==> config.mk <==
export PLATFORM = sky130hd
export DESIGN_NAME = mem_align_unit
export DESIGN_NICKNAME = d
export VERILOG_FILES = /design/src/rtl/mem_align_pkg.sv /design/src/rtl/mem_lane_map.sv /design/src/rtl/mem_align_unit.sv
export SDC_FILE = /design/constraint.sdc
export NUM_CORES = 1
export LEC_CHECK = 0
export CAP_MARGIN = 40
export CORE_ASPECT_RATIO = 1.1
export CORE_MARGIN = 5
export CORE_UTILIZATION = 55
export CTS_CLUSTER_DIAMETER = 60
export DETAILED_ROUTE_END_ITERATION = 6
export GPL_ROUTABILITY_DRIVEN = 0
export PLACE_DENSITY_LB_ADDON = 0.3
export SLEW_MARGIN = 20
export SYNTH_ARGS = -nofsm -noshare
export SYNTH_HDL_FRONTEND = slang
export SYNTH_HIERARCHICAL = 1
export SYNTH_SLANG_ARGS = --single-unit
==> constraint.sdc <==
create_clock -name clk -period 7.7 [get_ports clk]
set_clock_uncertainty 0.1 [all_clocks]
set_input_delay 1.54 -clock clk [delete_from_list [all_inputs] [get_ports clk]]
set_output_delay 1.54 -clock clk [all_outputs]
set_load 0.02 [all_outputs]
==> src/rtl/mem_align_pkg.sv <==
// Shared encodings for the memory alignment unit: CPU access sizes, FSM
// states, the worst-case beat count and a helper mapping size to byte count.
package mem_align_pkg;

    typedef enum logic [1:0] {
        SZ_BYTE    = 2'd0,
        SZ_HALF    = 2'd1,
        SZ_WORD    = 2'd2,
        SZ_ILLEGAL = 2'd3
    } size_e;

    typedef enum logic [1:0] {
        IDLE = 2'd0,
        BEAT = 2'd1,
        DONE = 2'd2
    } state_e;

    // Worst case: a word at an odd address on a 16-bit bus.
    localparam int MAX_BEATS = 3;

    // Number of bytes moved by an access of the given size. The illegal
    // encoding maps to 4 but never reaches the bus because it faults first.
    function automatic logic [2:0] bytes_of(input logic [1:0] size);
        logic [2:0] n;
        case (size)
            SZ_BYTE: n = 3'd1;
            SZ_HALF: n = 3'd2;
            default: n = 3'd4;
        endcase
        return n;
    endfunction

endpackage

==> src/rtl/mem_lane_map.sv <==
// Combinational lane steering for one bus beat. Works out which bus lanes the
// current beat touches, steers CPU store bytes onto them, and merges the read
// lanes of this beat into the 32-bit load result being assembled.
module mem_lane_map
    import mem_align_pkg::*;
#(
    parameter int BUS_W = 16
) (
    input  logic [1:0]                   beat_idx,
    input  logic [$clog2(BUS_W/8)-1:0]   addr_off,
    input  logic [1:0]                   size,
    input  logic [31:0]                  wdata,
    input  logic [BUS_W-1:0]             bus_rdata,
    input  logic [31:0]                  rdata_in,
    output logic [BUS_W/8-1:0]           bus_be,
    output logic [BUS_W-1:0]             bus_wdata,
    output logic [31:0]                  rdata_next
);

    localparam int BYTES = BUS_W / 8;
    localparam int LB    = $clog2(BYTES);

    logic [2:0] n_bytes;
    assign n_bytes = bytes_of(size);

    // Bus side: each lane sits at byte position pos relative to the aligned
    // base of the first beat; it carries CPU byte (pos - offset) when that
    // byte exists, otherwise it is disabled and driven to zero.
    genvar gi;
    generate
        for (gi = 0; gi < BYTES; gi++) begin : g_lane
            logic [3:0] pos;
            logic [3:0] k;
            logic       hit;
            assign pos = 4'(beat_idx) * 4'(BYTES) + 4'(gi);
            assign k   = pos - 4'(addr_off);
            assign hit = (pos >= 4'(addr_off)) && (k < 4'(n_bytes));
            assign bus_be[gi]          = hit;
            assign bus_wdata[gi*8 +: 8] = hit ? wdata[8*k[1:0] +: 8] : 8'h00;
        end
    endgenerate

    // CPU side: byte k lives at position offset+k; if that position falls in
    // the current beat, take the matching lane, otherwise keep what earlier
    // beats already merged.
    generate
        for (gi = 0; gi < 4; gi++) begin : g_byte
            logic [3:0]    pos_b;
            logic [LB-1:0] lane;
            logic          hit_b;
            assign pos_b = 4'(addr_off) + 4'(gi);
            assign lane  = pos_b[LB-1:0];
            assign hit_b = (3'(gi) < n_bytes) && ((pos_b >> LB) == 4'(beat_idx));
            assign rdata_next[gi*8 +: 8] = hit_b ? bus_rdata[8*lane +: 8]
                                                 : rdata_in[gi*8 +: 8];
        end
    endgenerate

endmodule

==> src/rtl/mem_align_unit.sv <==
// CPU load/store front end: captures one byte/half/word access at any byte
// address, splits it into aligned beats on a BUS_W-wide req/ack bus and
// merges read data back into a zero-extended 32-bit result. Unmapped or
// illegal accesses complete immediately with a fault.
// Optional build macro MEM_ALIGN_MISALIGN_FAULT_EN: when defined, halves at
// odd addresses and words not on a 4-byte boundary fault instead of splitting.
module mem_align_unit
    import mem_align_pkg::*;
#(
    parameter int          BUS_W       = 16,
    parameter logic [31:0] MAP_LIMIT   = 32'h8000_0000,
    parameter int unsigned ACK_TIMEOUT = 0
) (
    input  logic               clk,
    input  logic               reset,
    input  logic               cpu_req,
    input  logic               cpu_rw,
    input  logic [31:0]        cpu_addr,
    input  logic [1:0]         cpu_size,
    input  logic [31:0]        cpu_wdata,
    output logic [31:0]        cpu_rdata,
    output logic               cpu_valid,
    output logic               cpu_fault,
    output logic               cpu_busy,
    output logic               bus_req,
    output logic               bus_rw,
    output logic [31:0]        bus_addr,
    output logic [BUS_W/8-1:0] bus_be,
    output logic [BUS_W-1:0]   bus_wdata,
    input  logic [BUS_W-1:0]   bus_rdata,
    input  logic               bus_ack
);

    localparam int BYTES = BUS_W / 8;
    localparam int LB    = $clog2(BYTES);

    state_e      state_reg, state_next;
    logic [31:0] addr_reg,  addr_next;
    logic        rw_reg,    rw_next;
    logic [1:0]  size_reg,  size_next;
    logic [31:0] wdata_reg, wdata_next;
    logic [1:0]  beat_reg,  beat_next;
    logic [1:0]  last_reg,  last_next;
    logic [31:0] rdata_reg, rdata_next;
    logic        fault_reg, fault_next;
    logic [31:0] timer_reg, timer_next;

    // Request decode, evaluated on the live CPU inputs at capture time.
    logic [2:0]  n_req;
    logic [32:0] end_addr;
    logic        misalign;
    logic        req_fault;
    logic [3:0]  span;
    logic [1:0]  req_last;

    assign n_req    = bytes_of(cpu_size);
    // One extra bit so an access running past the top of memory still
    // compares as unmapped instead of wrapping to a low address.
    assign end_addr = {1'b0, cpu_addr} + 33'(n_req) - 33'd1;

`ifdef MEM_ALIGN_MISALIGN_FAULT_EN
    assign misalign = ((cpu_size == SZ_HALF) && cpu_addr[0]) ||
                      ((cpu_size == SZ_WORD) && (cpu_addr[1:0] != 2'b00));
`else
    assign misalign = 1'b0;
`endif

    assign req_fault = (cpu_size == SZ_ILLEGAL) ||
                       (cpu_addr >= MAP_LIMIT) ||
                       (end_addr >= {1'b0, MAP_LIMIT}) ||
                       misalign;

    // Index of the last beat: ceil((offset + n) / BYTES) - 1.
    assign span     = 4'(cpu_addr[LB-1:0]) + 4'(n_req) + 4'(BYTES - 1);
    assign req_last = 2'((span >> LB) - 4'd1);

    // Lane steering for the beat currently on the bus.
    logic [BYTES-1:0] lane_be;
    logic [BUS_W-1:0] lane_wdata;
    logic [31:0]      merged_rdata;

    mem_lane_map #(
        .BUS_W (BUS_W)
    ) u_lane_map (
        .beat_idx   (beat_reg),
        .addr_off   (addr_reg[LB-1:0]),
        .size       (size_reg),
        .wdata      (wdata_reg),
        .bus_rdata  (bus_rdata),
        .rdata_in   (rdata_reg),
        .bus_be     (lane_be),
        .bus_wdata  (lane_wdata),
        .rdata_next (merged_rdata)
    );

    // Next-state logic: capture, beat sequencing, timeout and completion.
    always_comb begin
        state_next = state_reg;
        addr_next  = addr_reg;
        rw_next    = rw_reg;
        size_next  = size_reg;
        wdata_next = wdata_reg;
        beat_next  = beat_reg;
        last_next  = last_reg;
        rdata_next = rdata_reg;
        fault_next = fault_reg;
        timer_next = timer_reg;

        unique case (state_reg)
            IDLE: begin
                if (cpu_req) begin
                    addr_next  = cpu_addr;
                    rw_next    = cpu_rw;
                    size_next  = cpu_size;
                    wdata_next = cpu_wdata;
                    beat_next  = 2'd0;
                    timer_next = 32'd0;
                    rdata_next = 32'd0;
                    last_next  = req_last;
                    if (req_fault) begin
                        fault_next = 1'b1;
                        state_next = DONE;
                    end else begin
                        fault_next = 1'b0;
                        state_next = BEAT;
                    end
                end
            end
            BEAT: begin
                if (bus_ack) begin
                    timer_next = 32'd0;
                    if (!rw_reg) begin
                        rdata_next = merged_rdata;
                    end
                    if (beat_reg == last_reg) begin
                        state_next = DONE;
                    end else begin
                        beat_next = beat_reg + 2'd1;
                    end
                end else if (ACK_TIMEOUT != 0) begin
                    if (timer_reg == 32'(ACK_TIMEOUT - 1)) begin
                        // Give up on this beat; partial read data is dropped.
                        state_next = DONE;
                        fault_next = 1'b1;
                        rdata_next = 32'd0;
                        timer_next = 32'd0;
                    end else begin
                        timer_next = timer_reg + 32'd1;
                    end
                end
            end
            DONE: begin
                state_next = IDLE;
            end
            default: begin
                state_next = IDLE;
            end
        endcase
    end

    // State and datapath registers with synchronous active-low clear.
    always_ff @(posedge clk) begin
        if (!reset) begin
            state_reg <= IDLE;
            addr_reg  <= 32'd0;
            rw_reg    <= 1'b0;
            size_reg  <= 2'd0;
            wdata_reg <= 32'd0;
            beat_reg  <= 2'd0;
            last_reg  <= 2'd0;
            rdata_reg <= 32'd0;
            fault_reg <= 1'b0;
            timer_reg <= 32'd0;
        end else begin
            state_reg <= state_next;
            addr_reg  <= addr_next;
            rw_reg    <= rw_next;
            size_reg  <= size_next;
            wdata_reg <= wdata_next;
            beat_reg  <= beat_next;
            last_reg  <= last_next;
            rdata_reg <= rdata_next;
            fault_reg <= fault_next;
            timer_reg <= timer_next;
        end
    end

    // Outputs are decoded from state so every bus field is held for as long
    // as the beat waits for its ack, and all outputs read zero when idle.
    logic        in_beat;
    logic        in_done;
    logic [31:0] beat_addr;

    assign in_beat   = (state_reg == BEAT);
    assign in_done   = (state_reg == DONE);
    assign beat_addr = {addr_reg[31:LB], {LB{1'b0}}} + (32'(beat_reg) << LB);

    assign bus_req   = in_beat;
    assign bus_rw    = in_beat & rw_reg;
    assign bus_addr  = in_beat ? beat_addr  : 32'd0;
    assign bus_be    = in_beat ? lane_be    : '0;
    assign bus_wdata = in_beat ? lane_wdata : '0;

    assign cpu_busy  = in_beat;
    assign cpu_valid = in_done;
    assign cpu_fault = in_done & fault_reg;
    assign cpu_rdata = in_done ? rdata_reg : 32'd0;

endmodule
==> results of run 1 <==
area by class of cell:
cell class | count | area (µm²)
clock buffers | 11 | 252.7
clock inverters | 5 | 42.54
well taps | 188 | 235.2
multi-input cells | 734 | 4937
repair buffers | 182 | 1848
fillers | 1115 | 4044
flip-flops and latches | 106 | 2123
inverters | 53 | 198.9
how the worst max path moves through the flow:
stage / slack [ps] / to
floorplan: 3800 / bus_be[0]
global route: 2250 / bus_wdata[3]
detailed placement: 2670 / bus_wdata[3]
global placement: 2720 / bus_wdata[3]
CTS: 2290 / bus_wdata[3]
finish: 2420 / bus_wdata[3]
per-stage QoR:
step | cell area (µm²) | hold WS [ps] | instances | power [mW] | worst slack [ps]
final | 9638 | 362.8 | 1279 | 1.484 | 2425
after global routing | 9638 | 385.4 | 1279 | 1.562 | 2249
after CTS | 9623 | 364.9 | 1278 | 1.490 | 2287
after detailed placement | 9328 | 355.2 | 1262 | 1.033 | 2672
after global placement | 9261 | 348.1 | 1259 | 1.019 | 2725
after floorplan | 7570 | 339.8 | 958 | 0.8999 | 3796
power by group through the flow:
stage,combinational [mW],sequential (mW),clock [mW]
finish,0.405,0.619,0.460
global route,0.448,0.624,0.491
CTS,0.403,0.619,0.468
detailed placement,0.401,0.632,0
global placement,0.386,0.634,0
floorplan,0.283,0.617,0
cell families after synthesis:
group           count (synthesis)  share of synthesized area
simple gates                  426                     0.2808
buf+inv                       118                    0.06826
compound gates                166                     0.1245
mux                            50                     0.1086
fa+ha+maj                      60                     0.1012
flops                         106                     0.2803
xor+xnor                       31                    0.03587
other cells                     1                  0.0004954
cells in the mapped netlist, drive strengths merged (5+ instances only):
cell type	number	share of area
a21oi	124	0.083
and2	56	0.046
and3	11	0.0091
and4	5	0.0058
buf	20	0.020
clkbuf	45	0.022
dfxtp	106	0.28
ha	58	0.096
inv	53	0.026
mux2	25	0.045
mux2i	9	0.012
mux4	16	0.052
nand2	196	0.097
nand2b	6	0.0050
nand3	52	0.035
nand4	5	0.0041
nor2	54	0.027
nor2b	12	0.0099
nor3b	10	0.017
o21ai	17	0.011
xnor2	9	0.010
xor2	22	0.025
worst max-delay path: cells and delay by family (launching register included):
family,cells,cell delay [ps]
and+or+nand+nor,2,340
adders and majority gates,2,910
DFF,1,660
buffers and inverters,3,900
AOI/OAI and AO/OA,2,460
per-layer routing:
metal | up-vias | track usage | wire, µm | part of all wire
met5 | - | 0 | 0 | 0
met4 | 0 | 0.08593 | 569 | 0.029
met3 | 42 | 0.03762 | 1106 | 0.056
met2 | 208 | 0.4128 | 9734 | 0.49
met1 | 3237 | 0.2997 | 8350 | 0.42
li1 | 3491 | - | - | -
==> reports/results.ini, run 1 <==
[clock_tree]
tritoncts=done
cts-htree-levels=3
cts_made_buffers=9
hold_fix_buffers_cts=0
clk_transition_reported_paths_ps=70
clock_sink_count=106
number_of_gates_given_a_new_drive_strength_after_cts=0
cts_post_setup_buffers_inserted=0
clock_tree.root_cell=sky130_fd_sc_hd__clkbuf_16
clkLatencyLatePin_ps=350
clockBufferDepth=2

[pwr]
switching_fraction_of_total_power=0.3247
p_leak_nw=3.780
power.clock.fraction=0.310
netSwitchingPower_mw=0.4819
power.internal_mw=1.002
p_per_area_nw_per_um2=154.0
power.sequential.fraction=0.417
power.ir.vdd_worst_v=0.00009384
comb_power_share=0.273

[floorplan]
chipWidth_um=121.9
std_cell_rows=45
fp.dieH_um=133.0
die_area_um2=16210
placeableCoreArea_um2=13680
ios=174
starting_density_of_the_core=0.5533

[sta]
min_period_ps=5275
timing.final.crit_share=0.6851
slew_headroom=0.4603
rsz_0062_raised_after_global_routing=no
timing.final.hold_violations=0
drv_slew=0
final-setup-viol-count=0
max_freq_mhz=189.6
worstMarginPinSlew_ps=807.9
setup_tns_ps=0

[synthesis]
ys.flop_type=sky130_fd_sc_hd__dfxtp_1
synth-warning-count=6
synth-seq-area-share=0.2803
number_of_synthesized_flops_with_an_enable_pin=0
netlist_instances=958
yosys_register_bits=106
number_of_nets_in_the_synthesized_netlist=1105
synth-async-reset-ratio=0
post_synth_instance_area_um2=7570
yosys.cell_types.count=66
syn-mean-instance-area_um2=7.902

[setup_path]
crit_start=addr_reg[0]
r2r_cells=7
cpMaxStageDelayCell=sky130_fd_sc_hd__dfxtp_2
worstPathArrival_ps=3640
setup.worst_path.end_class=output pin
crit_top_cell=sky130_fd_sc_hd__ha_1
worst-setup-path-type=flop to output pin
worstReg2RegStart=addr_reg[0]
timing.rr.end=rdata_reg[26]
max_stage_delay_ps=660
crit_chain=buf_16, inv_1, ha_1, ha_1, o21ai_0, a21oi_4, nor3b_2, and2_1, clkdlybuf4s50_1
worst-path-max-fanout=22
regToRegSetupSlack_ps=4860
startpoint_type=flop
crit_required_ps=6060

[drt]
routed_wl_mm=19.76
drc=0
final_antenna_net_count=0
routed_wire_length_per_instance_um=15.45
route.vias.total=6978
detail_route.iter0.violations=573
detail_route.first_pass.iterations=5
vias_per_cell=5.456

[worst_hold_path]
hold_path_depth=2
min-delay-path-class=flop to flop
min_delay_worst_endpoint=rdata_reg[0]
holdCritStartpoint=rdata_reg[0]

[finish]
layout-drive-gt1-share=0.07974
nets=1233
area.growth.synth_to_final_pct=27.32
layout_common_cells=195 x sky130_fd_sc_hd__nand2_1, 172 x sky130_fd_sc_hd__clkdlybuf4s50_1, 123 x sky130_fd_sc_hd__a21oi_1
layout.core_utilization=0.7044
diodes=0
layout_commonest_cell=sky130_fd_sc_hd__nand2_1

[place]
portBuffers=172
dp_hpwl_mm=14.61

[flow_run]
timing.max_cap.violations=0

[global_route]
grt_max_degree=73
grt_first_pass_wirelength_mm=31.94
grt_pass1_vias=6571
global_route.usage.total=0.2390
grt_overflow_total=0
antenna_violations_before_repair=0

[outcome]
run_status=completed

Power figures use the tool's default switching activity.
==> run 2: changes to the inputs <==
CORE_UTILIZATION = 47   (was 55)
clock period = 4.2 ns   (was 7.7 ns; I/O delays follow)
==> reports/results.ini, run 2 (synthesis results as in run 1) <==
[floorplan]
starting_density_of_the_core=0.4811  ; -0.07219
placeableCoreArea_um2=15740  ; +15%
fp.dieH_um=143.1  ; +7.6%
ios=174  ; unchanged
std_cell_rows=48  ; +6.7%
chipWidth_um=131  ; +7.5%
die_area_um2=18750  ; +16%

[global_route]
global_route.usage.total=0.2222  ; -0.01685
global_route.peak_usage_layer=met2
antenna_violations_before_repair=0  ; unchanged
grt_use_met2=0.3856  ; -0.02721
grt_use_met1=0.2792  ; -0.02050
grt_use_met3=0.03404  ; -0.003579
grt_pass1_vias=6835  ; +4.0%
grt_overflow_total=0  ; unchanged
grt_max_degree=89  ; +22%
grt_first_pass_wirelength_mm=33.55  ; +5.1%

[clock_tree]
cts_made_buffers=9  ; unchanged
number_of_gates_given_a_new_drive_strength_after_cts=0  ; unchanged
tritoncts=done
cts_post_setup_buffers_inserted=0  ; unchanged
clkLatencyLatePin_ps=360  ; about the same
hold_fix_buffers_cts=0  ; unchanged
clock_tree.root_cell=sky130_fd_sc_hd__clkbuf_16
clockBufferDepth=2  ; unchanged
clock_sink_count=106  ; unchanged
cts-htree-levels=3  ; unchanged
clk_transition_reported_paths_ps=80  ; about the same

[pwr]
p_per_area_nw_per_um2=292.0  ; +90%
fin_total_pwr_mw=2.832  ; +91%
power.ir.vdd_worst_v=0.0001799  ; +92%
p_leak_nw=3.814  ; +0.90%

[sta]
drv_slew=0  ; unchanged
final-setup-viol-count=0  ; unchanged
rsz_0062_raised_after_global_routing=no
worstMarginPinSlew_ps=779.1  ; -28.78 ps
setup_tns_ps=0  ; unchanged
timing.final.hold_violations=0  ; unchanged
timing.final.crit_share=0.9348
min_period_ps=3926
slew_headroom=0.4800  ; +0.01973
max_freq_mhz=254.7

[setup_path]
worst-path-max-fanout=10  ; -55%
startpoint_type=flop
setup.worst_path.end_class=output pin
crit_required_ps=3260  ; -2800 ps
crit_chain=buf_4, inv_1, ha_1, inv_1, ha_1, a221o_1, nor3b_2, and2_1, clkdlybuf4s50_1
worst-setup-path-type=flop to output pin
worstPathArrival_ps=2990  ; -650 ps
max_stage_delay_ps=600  ; -60 ps
cpMaxStageDelayCell=sky130_fd_sc_hd__clkdlybuf4s50_1

[drt]
route.vias.total=6937  ; -0.59%
detail_route.iter0.violations=522  ; -8.9%
routed_wl_mm=20.94  ; +6.0%
drc=0  ; unchanged
vias_per_cell=5.344  ; -2.0%
detail_route.first_pass.iterations=5  ; unchanged
routed_wire_length_per_instance_um=16.13  ; +4.4%
final_antenna_net_count=0  ; unchanged

[worst_hold_path]
min-delay-path-class=flop to flop

[finish]
area.growth.synth_to_final_pct=28.15
multiInputGateArea_um2=4937  ; unchanged
layout_commonest_cell=sky130_fd_sc_hd__nand2_1
layout_common_cells=195 x sky130_fd_sc_hd__nand2_1, 172 x sky130_fd_sc_hd__clkdlybuf4s50_1, 123 x sky130_fd_sc_hd__a21oi_1
layout-drive-gt1-share=0.08561  ; +0.005867
diodes=0  ; unchanged
nets=1240  ; +0.57%
layout.filler_cells=1432  ; +28%
ff_latch_area_um2=2123  ; unchanged

[place]
portBuffers=172  ; unchanged
dp_hpwl_mm=15.22  ; +4.2%

[flow_run]
timing.max_cap.violations=0  ; unchanged

[outcome]
run_status=completed

run 2: changes by cell type in the layout (fill, tap and decap cells not counted), sizes merged:
cell	change
clkbuf	-1
buf	+7
bufinv	+2
clkinv	+1
clkinvlp	+1
inv	-3
run 2: routing by layer:
metal / vias up / part of all wire / wire [µm]
met3: 33 / 0.056 / 1167
met4: 0 / 0.021 / 442
met5: - / 0 / 0
met2: 196 / 0.50 / 10490
met1: 3219 / 0.42 / 8838
li1: 3489 / - / -
run 2: report_power, final:
group / internal (mW) / total (mW) / switching [mW] / leakage [nW]
Clock: 0.540 / 0.941 / 0.401 / 0.159
Combinational: 0.329 / 0.763 / 0.434 / 2.79
Sequential: 1.07 / 1.13 / 0.0598 / 0.865
Total: 1.94 / 2.83 / 0.894 / 3.81
run 2: path summary, 6_finish.rpt:
path | from | endpoint | slack (ps) | cells after the start
worst min register to register | rdata_reg[2] | rdata_reg[2] | 370 | 2
worst min-delay path | rdata_reg[2] | rdata_reg[2] | 370 | 2
worst max-delay path | beat_reg[1] | bus_wdata[7] | 270 | 9
worst max register to register | size_reg[0] | rdata_reg[18] | 1910 | 8
run 2: critical path, delay by kind of cell (launching register included):
family | cells | cell delay, ps
AOI/OAI and AO/OA | 1 | 490
adders and majority gates | 2 | 430
buffers and inverters | 4 | 910
DFF | 1 | 420
and+or+nand+nor | 2 | 370
run 2: area by class of cell:
class,count,share of cell area
Tap cell,200,0.02580
Sequential cell,106,0.2189
Clock buffer,10,0.02464
Clock inverter,6,0.009287
Inverter,53,0.02051
Multi-Input combinational cell,734,0.5090
Timing Repair Buffer,189,0.1919
run 2: stage by stage:
stage                     area [µm²]  instances  hold slack [ps]  utilization  worst slack, ps
after CTS                       9693       1297            366.2       0.6160            234.8
after global placement          9364       1281            347.4       0.5951            483.5
after floorplan                 7570        958            339.8            -            996.2
after global routing            9701       1298            385.8       0.6165            41.48
final                           9701       1298            365.2       0.6165            273.8
after detailed placement        9364       1281            355.2       0.5951            376.8
==> run 3: changes to the inputs <==
clock period = 3.4 ns   (was 4.2 ns; I/O delays follow)
==> reports/results.ini, run 3 (synthesis results as in run 1) <==
[sta]
drv_slew=0  ; unchanged
timing.final.hold_violations=0  ; unchanged
worstMarginPinSlew_ps=660.9  ; -118.2 ps
max_freq_mhz=302.8
rsz_0062_raised_after_global_routing=yes
min_period_ps=3303
worst_hold_slack_ps=363.3  ; -1.911 ps
final-setup-viol-count=0  ; unchanged
timing.final.crit_share=0.9714
final.setup.worst_slack_ps=97.17  ; -176.7 ps
slew_headroom=0.5589  ; +0.07891

[pwr]
power.ir.vdd_worst_v=0.0002522  ; +40%
fin_total_pwr_mw=3.580  ; +26%
p_per_area_nw_per_um2=359.7  ; +23%
p_leak_nw=4.192  ; +9.9%

[floorplan]
ios=174  ; unchanged
chipWidth_um=131  ; unchanged
placeableCoreArea_um2=15740  ; unchanged
die_area_um2=18750  ; unchanged
fp.dieH_um=143.1  ; unchanged
starting_density_of_the_core=0.4811  ; unchanged
std_cell_rows=48  ; unchanged

[place]
placed_area_um2=9559  ; +2.1%
portBuffers=172  ; unchanged
placed_cells_incl_taps=1302  ; +1.6%
placement.setup.worst_slack_ps=-213.0  ; -589.8 ps
dp_hpwl_mm=15.28  ; +0.37%

[clock_tree]
clockBufferDepth=2  ; unchanged
clock_tree.root_cell=sky130_fd_sc_hd__clkbuf_16
hold_fix_buffers_cts=0  ; unchanged
cts-htree-levels=3  ; unchanged
cts_made_buffers=9  ; unchanged
clk_transition_reported_paths_ps=70  ; about the same
tritoncts=done
cts_post_setup_buffers_inserted=0  ; unchanged
clkLatencyLatePin_ps=350  ; about the same
clock_sink_count=106  ; unchanged

[setup_path]
crit_required_ps=2620  ; -640 ps
worstPathArrival_ps=2520  ; -470 ps
worst-path-max-fanout=9  ; -1
setup.worst_path.end_class=output pin
startpoint_type=flop
worst-setup-path-type=flop to output pin

[drt]
drc=0  ; unchanged
detail_route.first_pass.iterations=5  ; unchanged
detail_route.iter0.violations=462  ; -11%
routed_wire_length_per_instance_um=15.88  ; -1.6%
final_antenna_net_count=0  ; unchanged
route.vias.total=7108  ; +2.5%
vias_per_cell=5.385  ; +0.76%
routed_wl_mm=20.96  ; +0.11%

[global_route]
antenna_violations_before_repair=0  ; unchanged
grt_overflow_total=0  ; unchanged
grt_pass1_vias=6839  ; +0.059%
grt_max_degree=58  ; -35%
global_route.usage.total=0.2203  ; -0.001911
grt_first_pass_wirelength_mm=33.37  ; -0.55%

[finish]
diodes=0  ; unchanged
post-route-cell-area_um2=9951  ; +2.6%
layout_commonest_cell=sky130_fd_sc_hd__nand2_1
post_layout_nonfiller_instances=1320  ; +1.7%
layout_common_cells=195 x sky130_fd_sc_hd__nand2_1, 135 x sky130_fd_sc_hd__clkdlybuf4s50_1, 123 x sky130_fd_sc_hd__a21oi_1
area.growth.synth_to_final_pct=31.45
ff_latch_area_um2=2125  ; about the same
nets=1262  ; +1.8%
layout-drive-gt1-share=0.1196  ; +0.03403
multiInputGateArea_um2=5016  ; +1.6%
layout.filler_cells=1405  ; -1.9%

[worst_hold_path]
min-delay-path-class=flop to flop

[flow_run]
timing.max_cap.violations=0  ; unchanged

[outcome]
run_status=completed

## run 3: cell types whose count changed in the layout (fill, tap and decap cells not counted), moves of 3 or more
cell / previous run / this run
sky130_fd_sc_hd__clkdlybuf4s50_1: 172 / 135
sky130_fd_sc_hd__buf_4: 16 / 33
sky130_fd_sc_hd__dlygate4sd2_1: 0 / 14
sky130_fd_sc_hd__dlymetal6s2s_1: 0 / 9
sky130_fd_sc_hd__clkbuf_2: 0 / 7
sky130_fd_sc_hd__clkdlybuf4s15_2: 0 / 5
sky130_fd_sc_hd__buf_12: 1 / 4
## run 3: path summary, 6_finish.rpt
check	endpoint	start	slack, ps	cells past startpoint
worst max-delay path	bus_wdata[7]	beat_reg[0]	100	11
worst max register to register	rdata_reg[24]	addr_reg[0]	930	7
worst min register to register	rdata_reg[2]	rdata_reg[2]	360	2
worst min-delay path	rdata_reg[2]	rdata_reg[2]	360	2
## run 3: what timing repair did
| action | 4_1_cts | 5_1_grt |
|---|---|---|
| pin swaps | 1 | 4 |
| gates resized for setup | 43 | 35 |
| setup endpoints to repair | 36 | 30 |
| cloned | 1 | 1 |
## run 3: layout make-up
type | instances | share of cell area
inverters | 53 | 0.01999
multi-input cells | 736 | 0.5041
well taps | 200 | 0.02515
clock inverters | 5 | 0.01031
repair buffers | 209 | 0.2036
flip-flops and latches | 106 | 0.2135
clock buffers | 11 | 0.02339
## run 3: metrics by stage
| step | utilization | TNS, ps |
|---|---|---|
| after floorplan | - | 0 |
| after global placement | 0.6075 | -325.9 |
| after detailed placement | 0.6075 | -672.3 |
| after CTS | 0.6286 | 0 |
| after global routing | 0.6324 | -68.58 |
| final | 0.6324 | 0 |
## run 3: critical path: stages, from the launching register on
cell	delay (ps)
sky130_fd_sc_hd__dfxtp_2	360
sky130_fd_sc_hd__inv_1	70
sky130_fd_sc_hd__ha_1	200
sky130_fd_sc_hd__ha_1	270
sky130_fd_sc_hd__inv_1	40
sky130_fd_sc_hd__ha_1	260
sky130_fd_sc_hd__o21ai_0	140
sky130_fd_sc_hd__a21oi_4	60
sky130_fd_sc_hd__buf_12	160
sky130_fd_sc_hd__nor3b_2	160
sky130_fd_sc_hd__and2_1	130
sky130_fd_sc_hd__clkdlybuf4s15_1	300
## run 3: where the power goes
part / switching (mW) / internal, mW
Sequential: 0.0731 / 1.32
Combinational: 0.552 / 0.442
Clock: 0.472 / 0.720
Total: 1.10 / 2.48
## run 3: routing by layer
metal	GRT usage	vias up	share of wire
met4	0.08771	0	0.028
met1	0.2715	3338	0.42
met3	0.03068	37	0.053
li1	-	3551	-
met5	0	-	0
met2	0.3840	182	0.50
